## config.mk

```make
export PLATFORM = sky130hd
export DESIGN_NAME = register_file_flat
export DESIGN_NICKNAME = d
export VERILOG_FILES = /design/src/rtl/regfile_pkg.sv /design/src/rtl/register_file_if.sv /design/src/rtl/regfile_read_port.sv /design/src/rtl/register_file.sv /design/src/flat_wrapper.sv
export SDC_FILE = /design/constraint.sdc
export NUM_CORES = 2
export LEC_CHECK = 0
export ABC_AREA = 0
export CAP_MARGIN = 20
export CELL_PAD_IN_SITES_DETAIL_PLACEMENT = 1
export CELL_PAD_IN_SITES_GLOBAL_PLACEMENT = 2
export CORE_MARGIN = 2
export CORE_UTILIZATION = 45
export DETAILED_ROUTE_END_ITERATION = 8
export PLACE_DENSITY_LB_ADDON = 0.1
export SKIP_CTS_REPAIR_TIMING = 1
export SYNTH_ARGS = -nofsm -noshare
export SYNTH_HDL_FRONTEND = slang
export SYNTH_SLANG_ARGS = --single-unit
```

## constraint.sdc

```tcl
create_clock -name Clk -period 55.3 [get_ports Clk]
set_input_delay 5.53 -clock Clk [delete_from_list [all_inputs] [get_ports Clk]]
set_output_delay 5.53 -clock Clk [all_outputs]
set_load 0.05 [all_outputs]
```

## src/rtl/regfile_pkg.sv

```systemverilog
// Shared constants and types for the decode-stage register file.
// Latency: n/a (declarations only). Backpressure: n/a.
// Contents: DATA_WIDTH/ADDR_WIDTH defaults, reg_data_t/reg_addr_t, REG_ZERO index.
package regfile_pkg;

    localparam int DATA_WIDTH = 32;
    localparam int ADDR_WIDTH = 5;
    localparam int NUM_REGS   = 1 << ADDR_WIDTH;

    typedef logic [DATA_WIDTH-1:0] reg_data_t;
    typedef logic [ADDR_WIDTH-1:0] reg_addr_t;

    // Index of the hardwired-zero register.
    localparam reg_addr_t REG_ZERO = '0;

endpackage

```

## src/rtl/register_file_if.sv

```systemverilog
// Bundle of the register file's read/write bus (addresses, write data/enable, read data).
// Latency: reads combinational, writes take effect at the next rising Clk edge.
// Backpressure: none; the register file accepts a write every cycle.
// Modports: master = datapath side (drives indices/write), slave = register file side.
interface register_file_if #(
    parameter int DATA_WIDTH = regfile_pkg::DATA_WIDTH,
    parameter int ADDR_WIDTH = regfile_pkg::ADDR_WIDTH
) ();

    logic [ADDR_WIDTH-1:0] ReadRegister1;
    logic [ADDR_WIDTH-1:0] ReadRegister2;
    logic [ADDR_WIDTH-1:0] WriteRegister;
    logic [DATA_WIDTH-1:0] WriteData;
    logic                  RegWrite;
    logic [DATA_WIDTH-1:0] ReadData1;
    logic [DATA_WIDTH-1:0] ReadData2;

    modport master (
        output ReadRegister1,
        output ReadRegister2,
        output WriteRegister,
        output WriteData,
        output RegWrite,
        input  ReadData1,
        input  ReadData2
    );

    modport slave (
        input  ReadRegister1,
        input  ReadRegister2,
        input  WriteRegister,
        input  WriteData,
        input  RegWrite,
        output ReadData1,
        output ReadData2
    );

endinterface

```

## src/rtl/regfile_read_port.sv

```systemverilog
// One combinational read port: zero-register check, optional write-through bypass, array select.
// Latency: zero cycles (pure combinational). Backpressure: none.
// Ports: readAddr -> readData from regArray; bypassEn/writeAddr/writeData feed the
// forwarding path, which only exists when REGFILE_BYPASS_EN is defined.
module regfile_read_port
    import regfile_pkg::*;
#(
    parameter int DATA_WIDTH = regfile_pkg::DATA_WIDTH,
    parameter int ADDR_WIDTH = regfile_pkg::ADDR_WIDTH,
    parameter int NUM_REGS   = regfile_pkg::NUM_REGS
) (
    input  logic [ADDR_WIDTH-1:0]                readAddr,
    input  logic [NUM_REGS-1:0][DATA_WIDTH-1:0]  regArray,
    input  logic                                 bypassEn,
    input  logic [ADDR_WIDTH-1:0]                writeAddr,
    input  logic [DATA_WIDTH-1:0]                writeData,
    output logic [DATA_WIDTH-1:0]                readData
);

`ifdef REGFILE_BYPASS_EN
    // Forward the in-flight write so the same cycle sees the new value.
    // writeAddr != 0 is implied because readAddr is already known nonzero.
    always_comb begin
        readData = '0;
        if (readAddr != REG_ZERO) begin
            if (bypassEn && (readAddr == writeAddr)) begin
                readData = writeData;
            end else begin
                readData = regArray[readAddr];
            end
        end
    end
`else
    // Forwarding inputs are kept on the port list so both builds share one
    // instantiation; they are simply folded away here.
    logic unusedBypass;
    assign unusedBypass = bypassEn ^ (^writeAddr) ^ (^writeData);

    always_comb begin
        readData = '0;
        if (readAddr != REG_ZERO) begin
            readData = regArray[readAddr];
        end
    end
`endif

endmodule

```

## src/rtl/register_file.sv

```systemverilog
// 32x32 decode-stage register file: two combinational read ports, one clocked write port.
// Latency: read 0 cycles; write visible right after the rising Clk edge (same cycle with REGFILE_BYPASS_EN).
// Backpressure: none; a write can be accepted every cycle, reset clears all entries asynchronously.
// Ports: Clk, Reset (async active-high), bus (register_file_if.slave). Optional macro: REGFILE_BYPASS_EN.
module register_file
    import regfile_pkg::*;
#(
    parameter int DATA_WIDTH = regfile_pkg::DATA_WIDTH,
    parameter int ADDR_WIDTH = regfile_pkg::ADDR_WIDTH,
    parameter int NUM_REGS   = regfile_pkg::NUM_REGS   // must equal 2**ADDR_WIDTH
) (
    input  logic            Clk,
    input  logic            Reset,
    register_file_if.slave  bus
);

    logic [NUM_REGS-1:0][DATA_WIDTH-1:0] regArray;
    logic                                writeEn;

    // Reset gates the write path, and therefore the bypass path too.
    assign writeEn = bus.RegWrite && !Reset;

    // Entry 0 is cleared by reset and never written, so it stays zero; the
    // read ports also force zero for index 0 independently of storage.
    always_ff @(posedge Clk or posedge Reset) begin
        if (Reset) begin
            regArray <= '0;
        end else if (bus.RegWrite && (bus.WriteRegister != REG_ZERO)) begin
            regArray[bus.WriteRegister] <= bus.WriteData;
        end
    end

    regfile_read_port #(
        .DATA_WIDTH (DATA_WIDTH),
        .ADDR_WIDTH (ADDR_WIDTH),
        .NUM_REGS   (NUM_REGS)
    ) readPort1 (
        .readAddr  (bus.ReadRegister1),
        .regArray  (regArray),
        .bypassEn  (writeEn),
        .writeAddr (bus.WriteRegister),
        .writeData (bus.WriteData),
        .readData  (bus.ReadData1)
    );

    regfile_read_port #(
        .DATA_WIDTH (DATA_WIDTH),
        .ADDR_WIDTH (ADDR_WIDTH),
        .NUM_REGS   (NUM_REGS)
    ) readPort2 (
        .readAddr  (bus.ReadRegister2),
        .regArray  (regArray),
        .bypassEn  (writeEn),
        .writeAddr (bus.WriteRegister),
        .writeData (bus.WriteData),
        .readData  (bus.ReadData2)
    );

endmodule

```

## src/flat_wrapper.sv

```systemverilog
// flat-port wrapper written by rule: the top's interface ports become plain ports
module register_file_flat import regfile_pkg::*;
#(
    parameter int DATA_WIDTH = regfile_pkg::DATA_WIDTH,
    parameter int ADDR_WIDTH = regfile_pkg::ADDR_WIDTH,
    parameter int NUM_REGS   = regfile_pkg::NUM_REGS                              
)
  (Clk, Reset, bus_ReadRegister1, bus_ReadRegister2, bus_WriteRegister, bus_WriteData, bus_RegWrite, bus_ReadData1, bus_ReadData2);
  register_file_if #(.DATA_WIDTH(DATA_WIDTH), .ADDR_WIDTH(ADDR_WIDTH)) bus_i ();
  input  logic Clk;
  input  logic Reset;
  input wire logic [$bits(bus_i.ReadRegister1)-1:0] bus_ReadRegister1;
  input wire logic [$bits(bus_i.ReadRegister2)-1:0] bus_ReadRegister2;
  input wire logic [$bits(bus_i.WriteRegister)-1:0] bus_WriteRegister;
  input wire logic [$bits(bus_i.WriteData)-1:0] bus_WriteData;
  input wire logic [$bits(bus_i.RegWrite)-1:0] bus_RegWrite;
  output wire logic [$bits(bus_i.ReadData1)-1:0] bus_ReadData1;
  output wire logic [$bits(bus_i.ReadData2)-1:0] bus_ReadData2;
  assign bus_i.ReadRegister1 = bus_ReadRegister1;
  assign bus_i.ReadRegister2 = bus_ReadRegister2;
  assign bus_i.WriteRegister = bus_WriteRegister;
  assign bus_i.WriteData = bus_WriteData;
  assign bus_i.RegWrite = bus_RegWrite;
  assign bus_ReadData1 = bus_i.ReadData1;
  assign bus_ReadData2 = bus_i.ReadData2;
  register_file #(.DATA_WIDTH(DATA_WIDTH), .ADDR_WIDTH(ADDR_WIDTH), .NUM_REGS(NUM_REGS)) u_core (.Clk(Clk), .Reset(Reset), .bus(bus_i));
endmodule
```

-- Word-level counts from Yosys, hierarchy flattened
Cells that the tools add are included.
- register bits after elaboration: 1024
- bits of input ports: 50
- output and inout port bits: 64
- logic and storage cells: 50
- order comparisons: 4
- multiplexer cells: 9
- reduce and logical (&&, ||, !) cells: 5
- operators by type and width (cell ; number):
    bitwise mux 1024 bit ; 1
    binary-select mux 32 bit (select 5 bit) ; 2
    demux 32 bit (select 5 bit) ; 1
    two-way mux 32 bit ; 5
    less-than comparator 5 x 6 -> 1 bit (second input constant) ; 3
    nonzero test 5 bit ; 3
    greater-or-equal comparator 5 x 1 -> 1 bit (second input constant) ; 1
    logical AND 1 bit ; 2

-- Longest topological paths before layout
- word-level depth: 5
- gate-level depth with buffers: 9
- mapped depth without buffers: 4

-- Hierarchy
Synthesis repeated with hierarchy kept, for this count alone.
- cells, all modules: 3617
- area, all modules: 54821.3 um2
- modules (own cells, without submodules) (module ; times used ; cells an instance ; area an instance (um2) ; seq. area each (um2)):
    register_file ; 1 ; 2289 ; 38085.3 ; 25624.6
    regfile_read_port ; 2 ; 664 ; 8368.0 ; 0.0

-- Worst setup path after synthesis
No wires, ideal clock.
- kind: input-to-output
- start: input port bus_ReadRegister1[1]
- end: output port bus_ReadData1[30]
- arrival time: 7.770 ns
- path slack: 42.000 ns
- stages: 9
- path buffers: 5
- cells stage by stage: buf_2 -> buf_6 -> buf_6 -> buf_4 -> nor3_1 -> nand2_1 -> buf_2 -> o221ai_1 -> a211oi_1
- cells in the longest elaborated chain, start to end: 3
- ends and longest elaborated chain (element ; RTL line ; RTL):
    start, declared ; flat_wrapper.sv:12 ; input wire logic [$bits(bus_i.ReadRegister1)-1:0] bus_ReadRegister1;
    binary-select mux 32 bit (select 5 bit) ; regfile_read_port.sv:42 ; readData = regArray[readAddr];
    two-way mux 32 bit (implied by the code) ; regfile_read_port.sv:42 ;
    two-way mux 32 bit (*) ; regfile_read_port.sv:41 ; if (readAddr != REG_ZERO) begin
    end, declared ; flat_wrapper.sv:17 ; output wire logic [$bits(bus_i.ReadData1)-1:0] bus_ReadData1;
Mark *: on every way between the ends. The rest lies on a longest branch, timed or not. The select of a mux whose other input is x is not followed.

-- Final worst setup path
- start: input port bus_ReadRegister1[1]
- end: output port bus_ReadData1[21]
The elaborated chain is that of the path after synthesis.

==> run metrics <==
status=complete, no violations; Worst Path Arrival=10.01 ns; DRC=0; FMAX=64.4 MHz; HP Class=reg -> reg; initial antenna violation count=8; cell accounting for the most synthesized area=dfrtp_1; Max-cap violations=0; Final ANT Viol Nets=0; final hold slack=0.397 ns; layout cells sized above 1=51.4%; # port buffers=113; CTS clk-pin slew, worst paths=0.06 ns; synth cell count leaders=dfrtp_1 (1024), mux2_2 (1003), mux4_2 (472); Final Net Count=3530; vias in the first global route=37500; Async SR Flop Fraction=100%; Final Cycle Share=28.1%; Finished Layout Cells=5192; CP peak stage delay=0.96 ns; root buffer cell=clkbuf_16; power density cells=37.9 mW/mm^2; Starting Density=45.2%; Hold Path Depth=0; prevailing post-synth register cell=dfrtp_1; leading cell type by number of instances after synthesis=dfrtp_1; initial drt markers=3036; core area=0.120 sq mm; CP dominant cell by count=buf_4; biggest regs=u_core.regArray (1024); Final Critical Period=15.54 ns; P&R area growth vs syn=12.4%; syn_nets=3602; Yosys reg bits=1024; io pins=114; largest net degree at the start of global routing=98; mapped cell area=0.0541 sq mm; drt wl/cell=36.3 microns; Vias/cell=6.68; RSZ-0062 raised after global routing=no; TritonCTS clock tree=yes; drt total wl=188000 microns; Worst Clk Skew=0 ns; Crit path depth=8; yosys warns=0; Crit path buffers/inverters=4; final instance area=0.0608 sq mm; endpoints failing setup=0; die area=0.123 sq mm; met1 usage=42.8%; worst path cell trace=buf_8 > buf_4 > buf_4 > mux4_2 > mux2i_1 > a22o_1 > a211oi_1 > clkdlybuf4s50_1; Avg Inst Size Synth=15.2 sq um; Total Power=2.30 mW; Worst-Margin Slew=1.12 ns; Top reg by flops=u_core.regArray; GR Util met3=5.18%; overall overflow remaining after global route=0; gr busiest metal=met2; Peak VDD IR=0.0242 mV; Gate Count Post-Synth=3552; dpl cells=4950; RD Place Congestion=0.802; Req. time, crit path=49.77 ns; worst r2r path cells=1; clk_lat worst skew=0.72 ns; final setup TNS=0 ns; leading post-synthesis cells by cell area=dfrtp_1 (47%), mux2_2 (21%), mux4_2 (20%); H-tree depth=3; Die Span Y=351 microns; share of the synthesized area in the top cell type=47.3%; Largest register FFs=1024; Total Routing Usage GR=31.0%; crit path launch type=input port; Rel. slew slack=25.1%; Post-DP Area=0.0562 sq mm; final hold violations=0; Distinct cells, synth=36; Worst path top cell family by delay=buffers and inverters; HPWL after detailed placement=108000 microns; Final Max Tran Viols=0; Post-synth EDFFs=0; grt met2 use=49.9%; clk sinks=1024; die extent in x=351 microns; Slowest cell on crit path=clkdlybuf4s50_1; DRT Pass-1 Iters=7; placement row count=127; Via Count=34700; Crit Path Category=in -> out; clock buffer depth=3; Num CTS Buffers=118; first-pass GRT wire length=275000 microns; Worst Setup End Kind=primary output; post-synthesis sequential area ratio=47.3%; critical path fanouts, max=76; Leak Pwr=26.0 nW
-- path summary, 6_finish.rpt --
| path | from | endpoint | slack (ns) |
|---|---|---|---|
| min in group asynchronous | Reset | u_core.regArray[1016]$_DFFE_PP0P_ | 5.33 |
| hold / removal | u_core.regArray[16]$_DFFE_PP0P_ | u_core.regArray[16]$_DFFE_PP0P_ | 0.40 |
| setup reg to reg | u_core.regArray[648]$_DFFE_PP0P_ | u_core.regArray[648]$_DFFE_PP0P_ | 54.46 |
| max in group asynchronous | Reset | u_core.regArray[11]$_DFFE_PP0P_ | 46.50 |
| setup / recovery | bus_ReadRegister1[1] | bus_ReadData1[21] | 39.76 |
| hold reg to reg | u_core.regArray[16]$_DFFE_PP0P_ | u_core.regArray[16]$_DFFE_PP0P_ | 0.40 |
-- report_power, final --
part	switching [mW]	internal (mW)	total (mW)	leakage (nW)
logic	0.204	0.270	0.474	10.8
registers	0.115	0.892	1.01	13.1
clock network	0.324	0.499	0.823	2.05
-- final cells by class --
type,count,area [sq um]
antenna,1,2.50
inverter,1,11.3
clock buffer,181,3630
multi-input combinational,2116,26800
timing repair buffer,219,2300
clock inverter,38,474
tap,1612,2020
fill,11100,58800
sequential,1024,25600
-- stage by stage --
stage                     worst slack (ns)  util [%]
after floorplan                      20.95         -
after global placement               39.21      47.0
after detailed placement             39.17      47.0
after CTS                            39.18      50.4
after global routing                 39.48      50.8
final                                39.76      50.8
-- layout by cell type (no fill, tap or decap), types with 33 or more instances in the layout --
master,Yosys,final
a22oi_1,64,64
and3_1,33,33
dfrtp_1,1024,1024
buf_4,30,86
nand3_1,34,34
clkdlybuf4s50_1,0,105
mux2i_1,124,124
mux4_2,472,472
mux2_2,1003,1003
clkbuf_8,0,42
clkbuf_16,0,127
nand2_1,83,66
-- layer usage --
metal | part of all wire (%) | wire length (microns) | vias up
li1 | - | - | 13600
met1 | 42 | 79600 | 19400
met2 | 48 | 90700 | 1274
met3 | 6.1 | 11500 | 367
met4 | 3.5 | 6620 | 8
met5 | 0.029 | 54 | -
-- cells by family after synthesis --
group / after synthesis / synth area share (%)
flops: 1024 / 47.3
compound gates: 224 / 3.20
simple gates: 272 / 2.62
buf+inv: 412 / 3.60
mux: 1620 / 43.2
(Power assumes the default switching activity.)
